--- config.mk ---
export PLATFORM = sky130hd
export DESIGN_NAME = led_frame_serializer
export DESIGN_NICKNAME = d
export VERILOG_FILES = /design/src/rtl/led_pssr_pkg.sv /design/src/rtl/led_pssr_shifter.sv /design/src/rtl/led_frame_serializer.sv
export SDC_FILE = /design/constraint.sdc
export NUM_CORES = 1
export LEC_CHECK = 0
export BUFFER_PORTS_ARGS = -buffer_cell sky130_fd_sc_hd__buf_2
export CAP_MARGIN = 10
export CORE_MARGIN = 1
export CORE_UTILIZATION = 50
export CTS_BUF_LIST = sky130_fd_sc_hd__clkbuf_2
export CTS_CLUSTER_SIZE = 25
export DETAILED_ROUTE_END_ITERATION = 8
export GPL_ROUTABILITY_DRIVEN = 0
export PLACE_DENSITY = 0.7
export SLEW_MARGIN = 5
export SYNTH_ARGS = -nofsm -noshare
export SYNTH_HDL_FRONTEND = slang
export SYNTH_HIERARCHICAL = 1
export SYNTH_SLANG_ARGS = --single-unit
--- constraint.sdc ---
create_clock -name clk -period 3 [get_ports clk]
set_input_delay 0.3 -clock clk [delete_from_list [all_inputs] [get_ports clk]]
set_output_delay 0.3 -clock clk [all_outputs]
set_load 0.01 [all_outputs]
--- src/rtl/led_pssr_pkg.sv ---
// Shared types and helpers for the LED frame serializer.
package led_pssr_pkg;

  typedef enum logic [1:0] {
    IDLE  = 2'd0,
    SHIFT = 2'd1,
    LATCH = 2'd2
  } state_t;

  // Counter width that never collapses to zero bits.
  function automatic int clog2_min1(input int n);
    return (n <= 2) ? 1 : $clog2(n);
  endfunction

endpackage

--- src/rtl/led_pssr_shifter.sv ---
// Loadable WIDTH-bit shift register with zero fill; bit_out is the next bit on the line.
module led_pssr_shifter #(
  parameter int WIDTH     = 32,
  parameter bit MSB_FIRST = 1'b1
) (
  input  logic             clk,
  input  logic             rst,
  input  logic             load,
  input  logic [WIDTH-1:0] din,
  input  logic             shift,
  output logic             bit_out
);

  logic [WIDTH-1:0] sreg;

  always_ff @(posedge clk) begin
    if (rst) begin
      sreg <= '0;
    end else if (load) begin
      sreg <= din;
    end else if (shift) begin
      if (MSB_FIRST) sreg <= {sreg[WIDTH-2:0], 1'b0};
      else           sreg <= {1'b0, sreg[WIDTH-1:1]};
    end
  end

  assign bit_out = MSB_FIRST ? sreg[WIDTH-1] : sreg[0];

endmodule

--- src/rtl/led_frame_serializer.sv ---
// Double-buffered frame serializer: shadow bank behind valid/ready, working bank
// streamed channel by channel with shift strobe, per-channel latch and frame done.
module led_frame_serializer
  import led_pssr_pkg::*;
#(
  parameter int N_CH      = 4,
  parameter int WIDTH     = 32,
  parameter bit MSB_FIRST = 1'b1
) (
  input  logic                          clk,
  input  logic                          rst,
  input  logic                          frame_valid,
  output logic                          frame_ready,
  input  logic [N_CH*WIDTH-1:0]         frame_data,
  output logic                          data_out,
  output logic                          data_valid,
  output logic [clog2_min1(N_CH)-1:0]   ch_idx,
  output logic                          latch,
  output logic                          frame_done,
  output logic                          busy,
  output state_t                        fsm_state
);

  localparam int CW = clog2_min1(N_CH);
  localparam int BW = clog2_min1(WIDTH);

  state_t                state, state_nx;
  logic                  shadow_full;
  logic [N_CH*WIDTH-1:0] shadow, working;
  logic [CW-1:0]         ch, ch_nx;
  logic [BW-1:0]         bit_cnt, bit_cnt_nx;
  logic                  transfer, load, shift, accept;
  logic [WIDTH-1:0]      load_word;

  // Handshake: a frame transfers on any edge where frame_valid && frame_ready;
  // ready depends only on shadow occupancy and rst, never on frame_valid.
  assign frame_ready = !shadow_full && !rst;
  assign accept      = frame_valid && frame_ready;
  assign ch_idx      = ch;
  assign busy        = (state != IDLE);
  assign fsm_state   = state;

  always_comb begin
    state_nx   = state;
    ch_nx      = ch;
    bit_cnt_nx = bit_cnt;
    transfer   = 1'b0;
    load       = 1'b0;
    shift      = 1'b0;
    case (state)
      IDLE: begin
        if (shadow_full) begin
          transfer   = 1'b1;
          load       = 1'b1;
          ch_nx      = '0;
          bit_cnt_nx = '0;
          state_nx   = SHIFT;
        end
      end
      SHIFT: begin
        shift      = 1'b1;
        bit_cnt_nx = bit_cnt + BW'(1);
        if (bit_cnt == BW'(WIDTH-1)) state_nx = LATCH;
      end
      LATCH: begin
        if (ch != CW'(N_CH-1)) begin
          load       = 1'b1;
          ch_nx      = ch + CW'(1);
          bit_cnt_nx = '0;
          state_nx   = SHIFT;
        end else if (shadow_full) begin
          transfer   = 1'b1;
          load       = 1'b1;
          ch_nx      = '0;
          bit_cnt_nx = '0;
          state_nx   = SHIFT;
        end else begin
          state_nx   = IDLE;
        end
      end
      default: state_nx = IDLE;
    endcase
    // A transfer loads channel 0 straight from the shadow bank.
    load_word = transfer ? shadow[WIDTH-1:0] : working[int'(ch_nx)*WIDTH +: WIDTH];
  end

  always_ff @(posedge clk) begin
    if (rst) begin
      state       <= IDLE;
      ch          <= '0;
      bit_cnt     <= '0;
      shadow_full <= 1'b0;
      shadow      <= '0;
      working     <= '0;
      data_valid  <= 1'b0;
      latch       <= 1'b0;
      frame_done  <= 1'b0;
    end else begin
      state      <= state_nx;
      ch         <= ch_nx;
      bit_cnt    <= bit_cnt_nx;
      data_valid <= (state_nx == SHIFT);
      latch      <= (state_nx == LATCH);
      frame_done <= (state_nx == LATCH) && (ch_nx == CW'(N_CH-1));
      if (transfer) working <= shadow;
      if (accept) begin
        shadow      <= frame_data;
        shadow_full <= 1'b1;
      end else if (transfer) begin
        shadow_full <= 1'b0;
      end
    end
  end

  // Zero fill leaves the shifter empty during LATCH and IDLE, so data_out is 0 there.
  led_pssr_shifter #(
    .WIDTH     (WIDTH),
    .MSB_FIRST (MSB_FIRST)
  ) u_shifter (
    .clk     (clk),
    .rst     (rst),
    .load    (load),
    .din     (load_word),
    .shift   (shift),
    .bit_out (data_out)
  );

endmodule
== Word level (Yosys, flattened, before mapping) ==
Cells that the tools add are included.
Word-level totals
  register bits after elaboration: 301
  output and inout port bits: 10
  input port bits: 131
Cells by class
  shift-type cells: 1
  reductions and logical operators: 10
  muxes and demuxes: 22
  $add $sub $neg: 2
  equality and inequality tests: 7
Operator list (number)
  128-bit by 8-bit variable part select with 32-bit output: 1
  32-bit two-way mux: 3
  5-bit case mux with 3 select lines: 1
  5-bit two-way mux: 2
  1-bit two-way mux: 8
  2-bit two-way mux: 4
  2-bit equality test, second input constant: 3
  2-bit case mux with 3 select lines: 1
  2-bit nonzero test: 3
  5-bit by 1-bit adder with 5-bit output, second input constant: 1
  5-bit equality test, second input constant: 1
  2-bit by 1-bit equality test with 1-bit output, second input constant: 2
  1-bit case mux with 2 select lines: 2
  2-bit case mux with 2 select lines: 1
  1-bit logical AND: 3
  3-bit nonzero test: 1
  2-bit by 1-bit adder with 2-bit output, second input constant: 1
  1-bit zero test: 2
  2-bit zero test: 1
  2-bit inequality test, second input constant: 1

== Depth between registers and ports, before layout ==
  word-level depth: 6
  mapped depth: 12
  mapped depth without buffers: 8

== Modules after synthesis ==
Netlist, hierarchy kept.
By module, submodules not included
  led_frame_serializer: area each 11233.3 um^2, instances 1, cells each 1384, seq. area each 5385.2 um^2
  led_pssr_shifter: area each 1661.6 um^2, instances 1, cells each 142, seq. area each 640.6 um^2

== Worst setup path before layout ==
No wires, ideal clock.
  kind: register -> register
  start point: reg state[0] (netlist: fsm_state[0])
  end point: reg u_shifter.sreg[20]
  path buffers: 3
  setup slack: 557 ps
  cell stages (with the launch flop): 12
  data arrival time: 2313 ps
  library setup time: 130 ps
  cell sequence: dfxtp_1 inv_1 ha_1 buf_6 o21ba_1 buf_6 a221o_4 clkbuf_2 a2111oi_0 a211oi_1 nor2b_1 a211oi_2
Between the ends
  word-level cells in the longest chain between the ends: 5
  elaborated cells between the ends (all ways): 11
  classes of those cells: 2 x eq/ne; 1 x shift; 6 x mux; 2 x reduce/logical
Ends and longest elaborated chain
  start, declared: line led_frame_serializer.sv:27  | state_t state, state_nx;
  start signal, assigned: line led_frame_serializer.sv:99  | state <= state_nx;
  2-bit equality test / 2-bit zero test (equally long branches): line led_frame_serializer.sv:50  | case (state)
  2-bit case mux with 2 select lines: line led_frame_serializer.sv:50
  128-bit by 8-bit variable part select with 32-bit output: line led_frame_serializer.sv:84  | load_word = transfer ? shadow[WIDTH-1:0] : working[int'(ch_nx)*WIDTH +: WIDTH];
  32-bit two-way mux (*): line led_frame_serializer.sv:84
  named net load_word[20]: line led_frame_serializer.sv:33  | logic [WIDTH-1:0] load_word;
  32-bit two-way mux (*): line led_pssr_shifter.sv:19  | end else if (load) begin
  end signal, assigned: line led_pssr_shifter.sv:20  | sreg <= din;
  end signal, assigned: line led_pssr_shifter.sv:22  | if (MSB_FIRST) sreg <= {sreg[WIDTH-2:0], 1'b0};
  end signal, assigned: line led_pssr_shifter.sv:23  | else sreg <= {1'b0, sreg[WIDTH-1:1]};
  end, declared: line led_pssr_shifter.sv:14  | logic [WIDTH-1:0] sreg;
The timed path passes the listed nets; every way through them passes the cells marked *.
A chain may end at the register's enable or synchronous reset.

== Final worst setup path ==
  start point: reg state[0] (netlist: fsm_state[0])
  end point: reg u_shifter.sreg[17]
The elaborated chain is that of the path after synthesis.

==> metrics.json <==
{
  "setup_repair_after_global_routing_missed_its_margin": "false",
  "synth_cell_type_count": 41,
  "ctsHoldBuffers": 145,
  "place.port_buffers": 140,
  "grt_resource_usage_total_pct": 27.20,
  "htree_num_levels": 3,
  "final_util_pct": 62.75,
  "whs_path_cells": 4,
  "syn_to_final_growth_pct": 22.90,
  "drt_iter0_markers": 883,
  "finalCritPeriodShare_pct": 93.62,
  "drv.max_cap_violation_count": 0,
  "clk_transition_reported_paths_ps": 110,
  "critPathBufInv": 1,
  "postRouteWirelength_um": 36130,
  "slowest_delay_ps": 630,
  "remaining_drc_errors": 0,
  "leakage_power_figure_nw": 6.192,
  "grt_max_degree": 165,
  "worst-path-max-fanout": 35,
  "cp_data_arrival_time_ps": 3510,
  "vdd.ir_drop.worst_mv": 0.3000,
  "worst_path_dominant_cell_family": "compound AO/OA/AOI/OAI gates",
  "vias": 11710,
  "critPathRequiredTime_ps": 3700,
  "synthesis.yosys.warnings": 6,
  "die_h_um": 162.6,
  "crit_path_start_kind": "flop",
  "grt.overflow.total": 0,
  "grt_antenna_before_repair": 1,
  "ant_nets": 0,
  "cts_max_path_buffers": 3,
  "wl_per_cell_um": 16.77,
  "clock_skew_ps": 60.87,
  "finalNetCount": 1918,
  "fp.dieArea_um2": 26440,
  "clk-insertion-delay-late_ps": 870,
  "timing.final.hold_violations": 0,
  "postPlaceCellArea_um2": 13680,
  "cts_buffers": 78,
  "num-fill-cells": 2161,
  "power-per-cell-area_nw_per_um2": 522.4,
  "worst-slew-pin-transition_ps": 773.6,
  "timing.final.max_slew_violations": 0,
  "cts-root-buf": "clkbuf_2",
  "std_cell_rows": 58,
  "clock_tree_from_tritoncts": "yes",
  "worstSetupEndpointType": "flop",
  "synth.avg_cell_area_um2": 8.450,
  "max_freq_mhz": 356.1,
  "worst_hold_path_type": "input port to flop",
  "worstSetupPathDepth": 8,
  "final_period_minus_worst_setup_slack_ps": 2809,
  "outcome": "complete, no violations",
  "share_of_synthesized_area_occupied_by_flip_flops_and_latches_pct": 46.73,
  "grt_pass1_wl_um": 57320,
  "timing.critical_path.slowest_stage_cell": "a2111oi_0",
  "postSynthCellCount": 1526,
  "postSynthRegisterBits": 301,
  "ios": 141,
  "vias_per_cell": 5.432,
  "power_mw": 8.279,
  "setup_violations": 0,
  "grt_pass1_vias": 11410,
  "drt_pre_antenna_iters": 5,
  "start_util_pct": 51.06,
  "path_cells": "inv_1 -> ha_1 -> o21ba_1 -> a221o_4 -> a2111oi_0 -> a211oi_1 -> nor2b_1 -> a211oi_2",
  "post-dp-hpwl_um": 21670,
  "timing.setup.tns_ps": 0,
  "stdcell_area_um2": 15850,
  "post_cts_resize_count": 0,
  "worstRegToRegCells": 8,
  "postSynthNetCount": 1665,
  "core_region_area_um2": 25250,
  "pre_cts_slack_ps": 261.9,
  "setup_crit_path_kind": "flop to flop",
  "setup_slack_ps": 191.4,
  "relSlewSlack_pct": 48.43,
  "post_cts_setup_inserts": 0,
  "fp.dieW_um": 162.6,
  "share_of_layout_cells_above_drive_strength_1_pct": 19.57,
  "clock_sinks": 301,
  "netlist_area_um2": 12890
}
## worst paths after layout
path / start / endpoint / slack (ps)
min: frame_data[117] / shadow[117] / 170
max reg2reg: fsm_state[0] / u_shifter/sreg[17] / 190
max: fsm_state[0] / u_shifter/sreg[17] / 190
min reg2reg: shadow[81] / working[81] / 440
## cell type report
cell class | instances | area (um2) | area share (%)
flip-flops and latches | 301 | 6026 | 38.02
inverters | 5 | 18.77 | 0.1184
well taps | 330 | 412.9 | 2.605
diodes | 1 | 2.502 | 0.01579
multi-input cells | 1083 | 6222 | 39.26
clock buffers | 109 | 545.5 | 3.442
repair buffers | 310 | 2449 | 15.45
clock inverters | 16 | 171.4 | 1.082
## cell usage in the layout, fill, tap and decap left out, drive strengths merged, types with 2 or more instances in the layout
| master | instances |
|---|---|
| nand2 | 387 |
| dfxtp | 301 |
| buf | 164 |
| dlygate4sd3 | 145 |
| a21oi | 134 |
| o21ai | 134 |
| nand2b | 130 |
| clkbuf | 110 |
| mux2i | 64 |
| a211oi | 63 |
| nor2 | 41 |
| nor2b | 36 |
| o221a | 32 |
| a2111oi | 32 |
| clkinv | 10 |
| ha | 8 |
| inv | 6 |
| bufinv | 4 |
| nor3b | 2 |
| and2 | 2 |
| a31oi | 2 |
| nor3 | 2 |
| nand3b | 2 |
| a22oi | 2 |
## power breakdown
part           total (mW)  switching (mW)  internal (mW)  leakage, nW
Clock                2.93            1.63           1.30        0.534
Combinational       0.982           0.521          0.461         3.20
Sequential           4.36           0.155           4.21         2.46
Total                8.28            2.31           5.97         6.19
## tightest hold or removal path, stage by stage
cell           delay [ps]
dlygate4sd3_1         520
buf_2                  90
nand2_1                40
o21ai_0                50
## Yosys cell counts, drive strengths merged
| library cell | instances | area share, % |
|---|---|---|
| nand2 | 387 | 11 |
| dfxtp | 301 | 47 |
| a21oi | 134 | 5.2 |
| o21ai | 134 | 5.2 |
| nand2b | 130 | 6.3 |
| clkbuf | 98 | 2.9 |
| mux2i | 64 | 5.0 |
| a211oi | 63 | 4.9 |
| nor2 | 41 | 1.2 |
| buf | 39 | 2.3 |
| nor2b | 36 | 1.7 |
| a2111oi | 32 | 2.3 |
| o221a | 32 | 2.8 |
| ha | 8 | 0.78 |
| inv | 5 | 0.15 |
| a22oi | 2 | 0.12 |
| a31oi | 2 | 0.097 |
| and2 | 2 | 0.12 |
| nand3b | 2 | 0.12 |
| nor3 | 2 | 0.078 |
| nor3b | 2 | 0.12 |
| a21boi | 1 | 0.058 |
| a221o | 1 | 0.16 |
| and3 | 1 | 0.049 |
| nand4 | 1 | 0.049 |
| nor4b | 1 | 0.068 |
| o21ba | 1 | 0.078 |
| o21bai | 1 | 0.058 |
| o22ai | 1 | 0.049 |
| or2b | 1 | 0.058 |
| or3b | 1 | 0.068 |
## metrics by stage
stage / instances / hold WS, ps
2_1_floorplan: 1526 / 364.6
3_3_place_gp: 1884 / 439.0
3_5_place_dp: 1884 / 444.2
4_1_cts: 2154 / 90.17
5_1_grt: 2155 / 135.6
6_report: 2155 / 168.7
## layer usage
metal / routed length, um / vias to the layer above / track usage, %
li1: - / 5735 / -
met1: 15860 / 5518 / 34.87
met2: 16800 / 364 / 43.67
met3: 2343 / 90 / 6.290
met4: 1126 / 0 / 11.94
met5: 0 / - / 0
## cell families after synthesis
family                   share of synthesized area (%)
multiplexers                                     4.968
AND/OR/NAND/NOR                                  21.23
adder cells (fa/ha/maj)                         0.7763
flip-flops                                       46.73
buffers and inverters                            5.298
AO/OA/AOI/OAI                                    21.00
## state kept, by name (all words and copies together), names as in the netlist
name	flops
bit_cnt	5
ch_idx	2
data_valid	1
frame_done	1
fsm_state	2
latch	1
shadow	128
shadow_full	1
u_shifter/sreg	32
working	128
(Power assumes the default switching activity.)
